$ cat src/rtl/alu_sequencer.sv
// rtl/alu_sequencer.sv - three-phase sequencer driving an external ALU over a four-entry register file
// Optional zero_flag output is enabled by defining ALU_SEQUENCER_ZERO_FLAG_EN.
module alu_sequencer #(
  parameter int WORD_WIDTH   = 8,
  parameter int OPCODE_WIDTH = 4
) (
  input  logic                    clk,
  input  logic                    reset,
  input  logic                    instr_valid,
  output logic                    instr_ready,
  input  logic [OPCODE_WIDTH-1:0] instr_op,
  input  logic [1:0]              instr_dst,
  input  logic [1:0]              instr_srca,
  input  logic [1:0]              instr_srcb,
  input  logic                    ld_en,
  input  logic [1:0]              ld_addr,
  input  logic [WORD_WIDTH-1:0]   ld_data,
  input  logic [1:0]              rd_addr,
  output logic [WORD_WIDTH-1:0]   rd_data,
  output logic [WORD_WIDTH-1:0]   alu_operand1,
  output logic [WORD_WIDTH-1:0]   alu_operand2,
  output logic [OPCODE_WIDTH-1:0] alu_opCode,
  input  logic [WORD_WIDTH-1:0]   alu_result,
  input  logic                    alu_carryOut,
  output logic                    wb_valid,
  output logic [WORD_WIDTH-1:0]   wb_data,
  output logic                    carry_flag
`ifdef ALU_SEQUENCER_ZERO_FLAG_EN
  ,
  output logic                    zero_flag
`endif
);

  typedef enum logic [1:0] {
    S_IDLE = 2'd0,
    S_EXEC = 2'd1,
    S_WB   = 2'd2
  } state_e;

  state_e                  state_q, state_d;
  logic [OPCODE_WIDTH-1:0] op_q;
  logic [1:0]              dst_q, srca_q, srcb_q;
  logic [WORD_WIDTH-1:0]   res_q;
  logic                    cy_q;
  logic                    carry_flag_q;
  logic [WORD_WIDTH-1:0]   regs_q [4];
  logic                    accept;

  assign accept = instr_valid && (state_q == S_IDLE);

  always_comb begin
    state_d = state_q;
    case (state_q)
      S_IDLE:  if (accept) state_d = S_EXEC;
      S_EXEC:  state_d = S_WB;
      S_WB:    state_d = S_IDLE;
      default: state_d = S_IDLE;
    endcase
  end

  always_ff @(posedge clk or posedge reset) begin
    if (reset) begin
      state_q <= S_IDLE;
      op_q    <= '0;
      dst_q   <= '0;
      srca_q  <= '0;
      srcb_q  <= '0;
    end else begin
      state_q <= state_d;
      if (accept) begin
        op_q   <= instr_op;
        dst_q  <= instr_dst;
        srca_q <= instr_srca;
        srcb_q <= instr_srcb;
      end
    end
  end

  always_ff @(posedge clk or posedge reset) begin
    if (reset) begin
      res_q <= '0;
      cy_q  <= 1'b0;
    end else if (state_q == S_EXEC) begin
      res_q <= alu_result;
      cy_q  <= alu_carryOut;
    end
  end

  // The writeback assignment comes last so it overrides a direct load to the same register.
  always_ff @(posedge clk or posedge reset) begin
    if (reset) begin
      for (int i = 0; i < 4; i++) regs_q[i] <= '0;
      carry_flag_q <= 1'b0;
    end else begin
      if (ld_en) regs_q[ld_addr] <= ld_data;
      if (state_q == S_WB) begin
        regs_q[dst_q] <= res_q;
        carry_flag_q  <= cy_q;
      end
    end
  end

`ifdef ALU_SEQUENCER_ZERO_FLAG_EN
  logic zero_flag_q;

  always_ff @(posedge clk or posedge reset) begin
    if (reset) begin
      zero_flag_q <= 1'b0;
    end else if (state_q == S_WB) begin
      zero_flag_q <= (res_q == '0);
    end
  end

  assign zero_flag = zero_flag_q;
`endif

  assign instr_ready  = (state_q == S_IDLE) && !reset;
  assign wb_valid     = (state_q == S_WB) && !reset;
  assign wb_data      = reset ? '0 : res_q;
  assign carry_flag   = carry_flag_q;
  assign rd_data      = regs_q[rd_addr];
  assign alu_operand1 = regs_q[srca_q];
  assign alu_operand2 = regs_q[srcb_q];
  assign alu_opCode   = op_q;

endmodule

$ cat config.mk
export PLATFORM = sky130hd
export DESIGN_NAME = alu_sequencer
export DESIGN_NICKNAME = d
export VERILOG_FILES = /design/src/rtl/alu_sequencer.sv
export SDC_FILE = /design/constraint.sdc
export NUM_CORES = 1
export LEC_CHECK = 0
export ABC_AREA = 1
export ABC_CLOCK_PERIOD_IN_PS = 1900
export BUFFER_PORTS_ARGS = -buffer_cell sky130_fd_sc_hd__buf_4
export CORE_UTILIZATION = 49
export CTS_CLUSTER_SIZE = 25
export DETAILED_ROUTE_END_ITERATION = 12
export PLACE_DENSITY_LB_ADDON = 0.12
export SYNTH_ARGS = -nofsm -noshare
export SYNTH_HDL_FRONTEND = slang
export SYNTH_SLANG_ARGS = --single-unit
$ cat constraint.sdc
create_clock -name clk -period 1.9 [get_ports clk]
set_clock_uncertainty 0.1 [all_clocks]
set_input_delay 0.285 -clock clk [delete_from_list [all_inputs] [get_ports clk]]
set_output_delay 0.285 -clock clk [all_outputs]
set_load 0.03 [all_outputs]
==> impl_metrics.sql, run 1 <==
INSERT INTO impl_metrics (metric_group, metric, value, unit) VALUES
('run_status', 'run_status', 'finished with violations', ''),
('run_status', 'violated_checks', 'design-rule violations, negative hold slack', ''),
('job', 'cap_violations', '0', ''),
('final_layout', 'seqCellArea', '1354', 'sq um'),
('sta', 'fin_tns_setup', '0', 'ns'),
('yosys', 'synth.yosys.warnings', '0', ''),
('global_route', 'first_pass_grt_wire_length', '14630', 'um'),
('setup_path', 'critical_path.reg2reg.startpoint', 'state_q[0]', ''),
('final_layout', 'final_core_util', '62.11', '%'),
('power', 'report.power.total', '0.005081', 'W'),
('yosys', 'synth_ff_type', 'dfrtp_1', ''),
('final_layout', 'antenna_cells_inserted', '0', ''),
('final_layout', 'layout.cells.most_common', 'nand2_1', ''),
('floorplanning', 'fp.dieW', '84.82', 'um'),
('sta', 'worst_slew_pin_tran', '0.5880', 'ns'),
('sta', 'slew_viols_final', '0', ''),
('sta', 'relSlewSlack', '60.72', '%'),
('setup_path', 'timing.critical_path.buf_inv', '2', ''),
('yosys', 'synth_adder_area_share', '0', '%'),
('floorplanning', 'die_y', '84.82', 'um'),
('global_route', 'antenna_found_initial', '0', ''),
('clock_network', 'h_tree_level_count', '2', ''),
('setup_path', 'timing.critical_path.from_type', 'flip-flop', ''),
('global_route', 'top_usage_layer', 'met2', ''),
('global_route', 'globalRoute.totalOverflow', '0', ''),
('sta', 'unrepaired_setup_endpoints_after_global_routing', 'false', ''),
('clock_network', 'cts.root.buffer_cell', 'clkbuf_8', ''),
('sta', 'setup-violations-final', '0', ''),
('placed_design', 'finalWeightedCongestion', '0.8879', ''),
('final_layout', 'final.fill_count', '620', ''),
('global_route', 'grt_max_degree', '34', ''),
('setup_path', 'critPathArrivalTime', '1.37', 'ns'),
('route', 'wire_length_after_detailed_routing', '8568', 'um'),
('yosys', 'post_synth_edffs', '0', ''),
('sta', 'final-hold-violation-count', '24', ''),
('route', 'drc', '5', ''),
('yosys', 'synth_largest_area_cell', 'dfrtp_1', ''),
('setup_path', 'critPathLaunch', 'srca_q[0]', ''),
('route', 'detail-route-antenna-nets', '0', ''),
('power', 'power.static_leakage', '2.142', 'nW'),
('yosys', 'synth-seq-cells', '54', ''),
('route', 'route.vias.total', '3338', ''),
('clock_network', 'clock_tree_from_tritoncts', 'yes', ''),
('yosys', 'netlist.area_leader.share', '40.21', '%'),
('global_route', 'groute.usage.overall', '25.65', '%'),
('floorplanning', 'core_area', '6495', 'sq um'),
('setup_path', 'required_time_reported_for_the_critical_path_endpoint', '1.51', 'ns'),
('final_layout', 'drive_above_1_share', '19.03', '%'),
('setup_path', 'cp_slowest_stage_delay', '0.38', 'ns'),
('final_layout', 'area.growth.synth_to_final', '20.03', '%'),
('yosys', 'synth_area', '3361', 'sq um'),
('sta', 'clock.fmax', '570.3', 'MHz'),
('global_route', 'grtUsageMet3', '3.307', '%'),
('yosys', 'post_synthesis_cells', '495', ''),
('floorplanning', 'floorplan.initialDensity', '51.74', '%'),
('yosys', 'synth_seq_area_share', '40.21', '%'),
('clock_network', 'cts_inserted_buffers', '5', ''),
('yosys', 'share_of_synthesized_cell_area_in_and_or_nand_and_nor_gates', '34.96', '%'),
('floorplanning', 'io-pin-count', '74', ''),
('floorplanning', 'rows', '29', ''),
('global_route', 'met1_usage', '36.13', '%'),
('yosys', 'combinational_family_with_the_most_area_after_synthesis', 'simple AND/OR/NAND/NOR gates', ''),
('sta', 'timing.final.crit_share', '92.29', '%'),
('yosys', 'post_synth_xor_area_fraction', '0', '%'),
('setup_path', 'worstPathMaxFanout', '33', ''),
('global_route', 'gr-usage-met2', '41.32', '%'),
('yosys', 'syn_area_per_cell', '6.789', 'sq um'),
('yosys', 'ys_top_cells_by_area', 'dfrtp_1, nand2_1, nand3_1', ''),
('setup_path', 'cell_chain_critical_path', 'buf_6, a21oi_1, o21ai_0, nand2_1, buf_4', ''),
('clock_network', 'cts.reportedPaths.clkPinSlew', '0.10', 'ns'),
('sta', 'fin_worst_hold_slack', '-0.008218', 'ns');
[where the power goes]
group          leakage (nW)  internal [W]  switching (W)
clock                0.0482      0.000295       0.000372
combinational          1.46      0.000910        0.00163
sequential            0.632       0.00152       0.000356
total                  2.14       0.00272        0.00236
[timing repair]
action | in CTS | in global routing
resized for setup | 0 | 5
hold buffers | 0 | 0
setup endpoints to repair | 0 | 12
buffers inserted | 0 | 0
[per-stage QoR]
| step | setup WS, ns | cell area [sq um] | cells |
|---|---|---|---|
| floorplan | 0.3755 | 3364 | 495 |
| global placement | 0.4422 | 3929 | 626 |
| detailed placement | 0.3970 | 3929 | 626 |
| CTS | 0.04519 | 4020 | 634 |
| global route | 0.01449 | 4034 | 634 |
| finish | 0.1465 | 4034 | 634 |
[worst register-to-register path, delay by kind of cell (launching register included)]
family / cells / cell delay [ns]
buffers and inverters: 1 / 0.33
AO/OA/AOI/OAI: 1 / 0.10
AND/OR/NAND/NOR: 3 / 0.39
flip-flops: 1 / 0.45
[layer usage]
metal | part of all wire [%] | up-vias
li1 | - | 1707
met1 | 47 | 1491
met2 | 45 | 127
met3 | 5.3 | 13
met4 | 1.8 | 0
met5 | 0 | -
[kinds of logic (layout without fill, tap and decap cells)]
| logic type | Yosys count | count (layout) |
|---|---|---|
| AO/OA/AOI/OAI | 82 | 82 |
| buffers and inverters | 85 | 147 |
| flip-flops | 54 | 54 |
| AND/OR/NAND/NOR | 274 | 274 |
[cell type report]
| type | count | share of cell area, % |
|---|---|---|
| multi-input combinational | 356 | 40.97 |
| sequential | 54 | 33.56 |
| timing repair buffer | 77 | 14.83 |
| inverter | 62 | 5.986 |
| tap | 77 | 2.388 |
| clock buffer | 7 | 2.140 |
| clock inverter | 1 | 0.1241 |
[cell usage after synthesis (2+ instances only)]
library cell	number
dfrtp_1	54
clkbuf_1	5
o211ai_1	24
nor2_4	2
buf_4	3
nand3_2	7
inv_2	2
buf_2	14
nor2_1	10
inv_1	55
o21ai_0	33
nand3_1	49
nand4_1	8
a21oi_1	24
nand2_1	195
clkinv_2	4
[flip-flops by register name (all words and copies together) (netlist names)]
name,flops
regs_q,32
res_q,8
alu_opCode,4
dst_q,2
srca_q,2
srcb_q,2
state_q,2
carry_flag,1
cy_q,1
[final timing paths]
path | end | slack (ns) | cells past startpoint
max | alu_operand1[2] | 0.15 | 5
min | dst_q[1] | -0.008 | 2
max reg2reg | dst_q[1] | 0.45 | 5
min reg2reg | cy_q | 0.39 | 2
max in group asynchronous | regs_q[6] | 1.18 | 3
min in group clk | srcb_q[0] | 0.06 | 3
Power figures use the tool's default switching activity.
==> run 2: changes to the inputs <==
--- a/config.mk
+++ b/config.mk
@@ -8,8 +8,7 @@
 export ABC_AREA = 1
 export ABC_CLOCK_PERIOD_IN_PS = 1900
 export BUFFER_PORTS_ARGS = -buffer_cell sky130_fd_sc_hd__buf_4
-export CORE_UTILIZATION = 49
-export CTS_CLUSTER_SIZE = 25
+export CORE_UTILIZATION = 45
 export DETAILED_ROUTE_END_ITERATION = 12
 export PLACE_DENSITY_LB_ADDON = 0.12
 export SYNTH_ARGS = -nofsm -noshare
==> run 2 against run 1 <==
  * Sequential power about the same
  * Largest cell class unchanged
  * Final cell count grew 3.5%
  * The run ends with negative hold slack left
  * Critical path type unchanged
  * Critical path depth stayed put
  * Design area increased by 0.68%
  * Worst setup slack lost 0.019 ns
  * Clock power rose by 2%
  * Sequential cell count unchanged
  * Clock-buffer cell count unchanged
==> impl_metrics.sql, run 2 (synthesized netlist as in run 1, its figures left out) <==
INSERT INTO impl_metrics (metric_group, metric, value, unit) VALUES
('sta', 'unrepaired_setup_endpoints_after_global_routing', 'false', ''),
('setup_path', 'critPathArrivalTime', '1.39', 'ns'),
('clock_network', 'post_cts_buffers', '0', ''),
('clock_network', 'cts.root.buffer_cell', 'clkbuf_8', ''),
('route', 'avgRoutedWirePerCell', '13.58', 'um'),
('route', 'drt_first_pass_iters', '5', ''),
('floorplanning', 'io-pin-count', '74', ''),
('final_layout', 'largest_register_ffs', '32', ''),
('power', 'p_per_area', '1258', 'nW/um^2'),
('global_route', 'antenna_found_initial', '0', ''),
('floorplanning', 'fp.dieArea', '7818', 'sq um'),
('job', 'cap_violations', '0', ''),
('setup_path', 'timing.critical_path.from_type', 'flip-flop', ''),
('run_status', 'violated_checks', 'negative hold slack', ''),
('floorplanning', 'fp.dieW', '88.42', 'um'),
('final_layout', 'final.fill_count', '712', ''),
('route', 'm1WireLength', '4296', 'um'),
('final_layout', 'biggest_register', 'regs_q', ''),
('placed_design', 'placement.io_buffers', '73', ''),
('final_layout', 'layout.nets', '591', ''),
('setup_path', 'timing_worst_setup_path_type', 'flip-flop to output port', ''),
('setup_path', 'reg2reg_depth', '5', ''),
('setup_path', 'timing.critical_path.to_type', 'output port', ''),
('global_route', 'via_count_of_the_first_global_routing_pass', '2960', ''),
('final_layout', 'layout.cells.most_common_list', 'nand2_1, buf_4, inv_1', ''),
('route', 'detail-route-antenna-nets', '0', ''),
('sta', 'worst_slew_pin_tran', '0.3793', 'ns'),
('setup_path', 'worstPathMaxFanout', '32', ''),
('power', 'power.static_leakage', '2.142', 'nW'),
('final_layout', 'layout.cells.most_common', 'nand2_1', ''),
('setup_path', 'required_time_reported_for_the_critical_path_endpoint', '1.51', 'ns'),
('setup_path', 'critical_path.reg2reg.startpoint', 'state_q[0]', ''),
('clock_network', 'clock_sinks', '54', ''),
('setup_path', 'rr_endpoint', 'dst_q[0]', ''),
('clock_network', 'cts_inserted_buffers', '5', ''),
('setup_path', 'rrSetupSlack', '0.47', 'ns'),
('global_route', 'grt_max_degree', '55', ''),
('route', 'wl_met3', '464', 'um'),
('global_route', 'groute.usage.overall', '24.69', '%'),
('clock_network', 'holdBufCountCts', '0', ''),
('floorplanning', 'rows', '31', ''),
('global_route', 'globalRoute.totalOverflow', '0', ''),
('route', 'route.vias.total', '3277', ''),
('final_layout', 'drive_above_1_share', '18.85', '%'),
('run_status', 'run_status', 'finished with violations', ''),
('clock_network', 'h_tree_level_count', '2', ''),
('final_layout', 'area.growth.synth_to_final', '20.85', '%'),
('sta', 'relSlewSlack', '74.69', '%'),
('route', 'wire_length_after_detailed_routing', '8907', 'um'),
('clock_network', 'clock_tree_from_tritoncts', 'yes', ''),
('sta', 'fin_worst_hold_slack', '-0.01151', 'ns'),
('power', 'vdd.ir_drop.worst', '0.5479', 'mV'),
('sta', 'slew_viols_final', '0', ''),
('floorplanning', 'die_y', '88.42', 'um'),
('route', 'routed.top_layer', 'met4', ''),
('route', 'drc', '0', ''),
('clock_network', 'worstSkewPairLatency', '0.31', 'ns'),
('route', 'drt_iter0_drcs', '284', ''),
('placed_design', 'finalWeightedCongestion', '0.8904', ''),
('clock_network', 'cts.reportedPaths.clkPinSlew', '0.10', 'ns'),
('sta', 'timing.final.crit_share', '93.30', '%'),
('route', 'detail_route.vias_per_cell', '4.995', ''),
('final_layout', 'antenna_cells_inserted', '0', ''),
('sta', 'setup-violations-final', '0', ''),
('sta', 'final_period_minus_worst_setup_slack', '1.773', 'ns'),
('placed_design', 'place_hpwl', '6825', 'um'),
('sta', 'final-hold-violation-count', '39', ''),
('floorplanning', 'core_area', '7253', 'sq um'),
('floorplanning', 'floorplan.initialDensity', '46.33', '%'),
('route', 'met2WireLength', '4056', 'um'),
('min_path', 'hold_path_class', 'input pin to asynchronous set/reset pin', ''),
('clock_network', 'clock_tree.buffer_depth', '2', ''),
('sta', 'fin_tns_setup', '0', 'ns'),
('global_route', 'first_pass_grt_wire_length', '14750', 'um'),
('sta', 'clock.fmax', '564.1', 'MHz');
## run 2: cell types whose count changed in the layout (fill, tap and decap cells not counted)
| cell | previous run | this run |
|---|---|---|
| inv_6 | 0 | 1 |
| clkinv_2 | 5 | 4 |
| a21oi_1 | 23 | 24 |
| a21oi_2 | 1 | 0 |
## run 2: repair_timing
action / CTS / global route
resized for setup: 0 / 4
endpoints found under the setup margin: 0 / 12
hold endpoints to repair: 0 / 0
## run 2: how the worst max path moves through the flow
stage | startpoint | endpoint | slack [ns]
after global routing | srca_q[0] | alu_operand1[7] | 0.007
after global placement | srcb_q[1] | alu_operand2[7] | 0.43
after CTS | srcb_q[1] | alu_operand2[5] | 0.05
after detailed placement | srcb_q[1] | alu_operand2[5] | 0.40
final | srca_q[0] | alu_operand1[2] | 0.13
after floorplan | state_q[0] | instr_ready | 0.38
## run 2: routing by layer
layer / vias up / GRT usage [%]
met5: - / 0
met4: 0 / 5.572
met3: 7 / 2.705
met2: 95 / 39.09
met1: 1460 / 36.43
li1: 1715 / -
## run 2: cell type report
| class | count | area, sq um | share of cell area (%) |
|---|---|---|---|
| repair buffers | 77 | 598.1 | 14.73 |
| inverters | 62 | 241.5 | 5.946 |
| clock buffers | 7 | 86.33 | 2.126 |
| flip-flops and latches | 54 | 1354 | 33.33 |
| multi-input cells | 356 | 1649 | 40.60 |
| well taps | 99 | 123.9 | 3.050 |
| clock inverters | 1 | 8.758 | 0.2156 |
## run 2: metrics by stage
stage               setup WS [ns]  instances  power [W]  util [%]  area, sq um
floorplan                  0.3755        495   0.003556         -         3364
global placement           0.4271        648   0.004390     54.55         3956
detailed placement         0.4043        648   0.004436     54.55         3956
CTS                       0.05421        656   0.005118     55.86         4051
global route             0.007055        656   0.005522     55.99         4061
finish                     0.1274        656   0.005109     55.99         4061
## run 2: where the power goes
part / total, W / internal, W / switching (W) / leakage [nW]
Clock: 0.000683 / 0.000302 / 0.000381 / 0.0489
Sequential: 0.00190 / 0.00152 / 0.000385 / 0.632
Combinational: 0.00252 / 0.000908 / 0.00162 / 1.46
Total: 0.00511 / 0.00273 / 0.00238 / 2.14
## run 2: critical path: stages (launching register included)
cell     delay (ns)
dfrtp_1        0.41
buf_6          0.18
a21oi_1        0.14
o21ai_0        0.11
nand2_1        0.08
buf_4          0.15
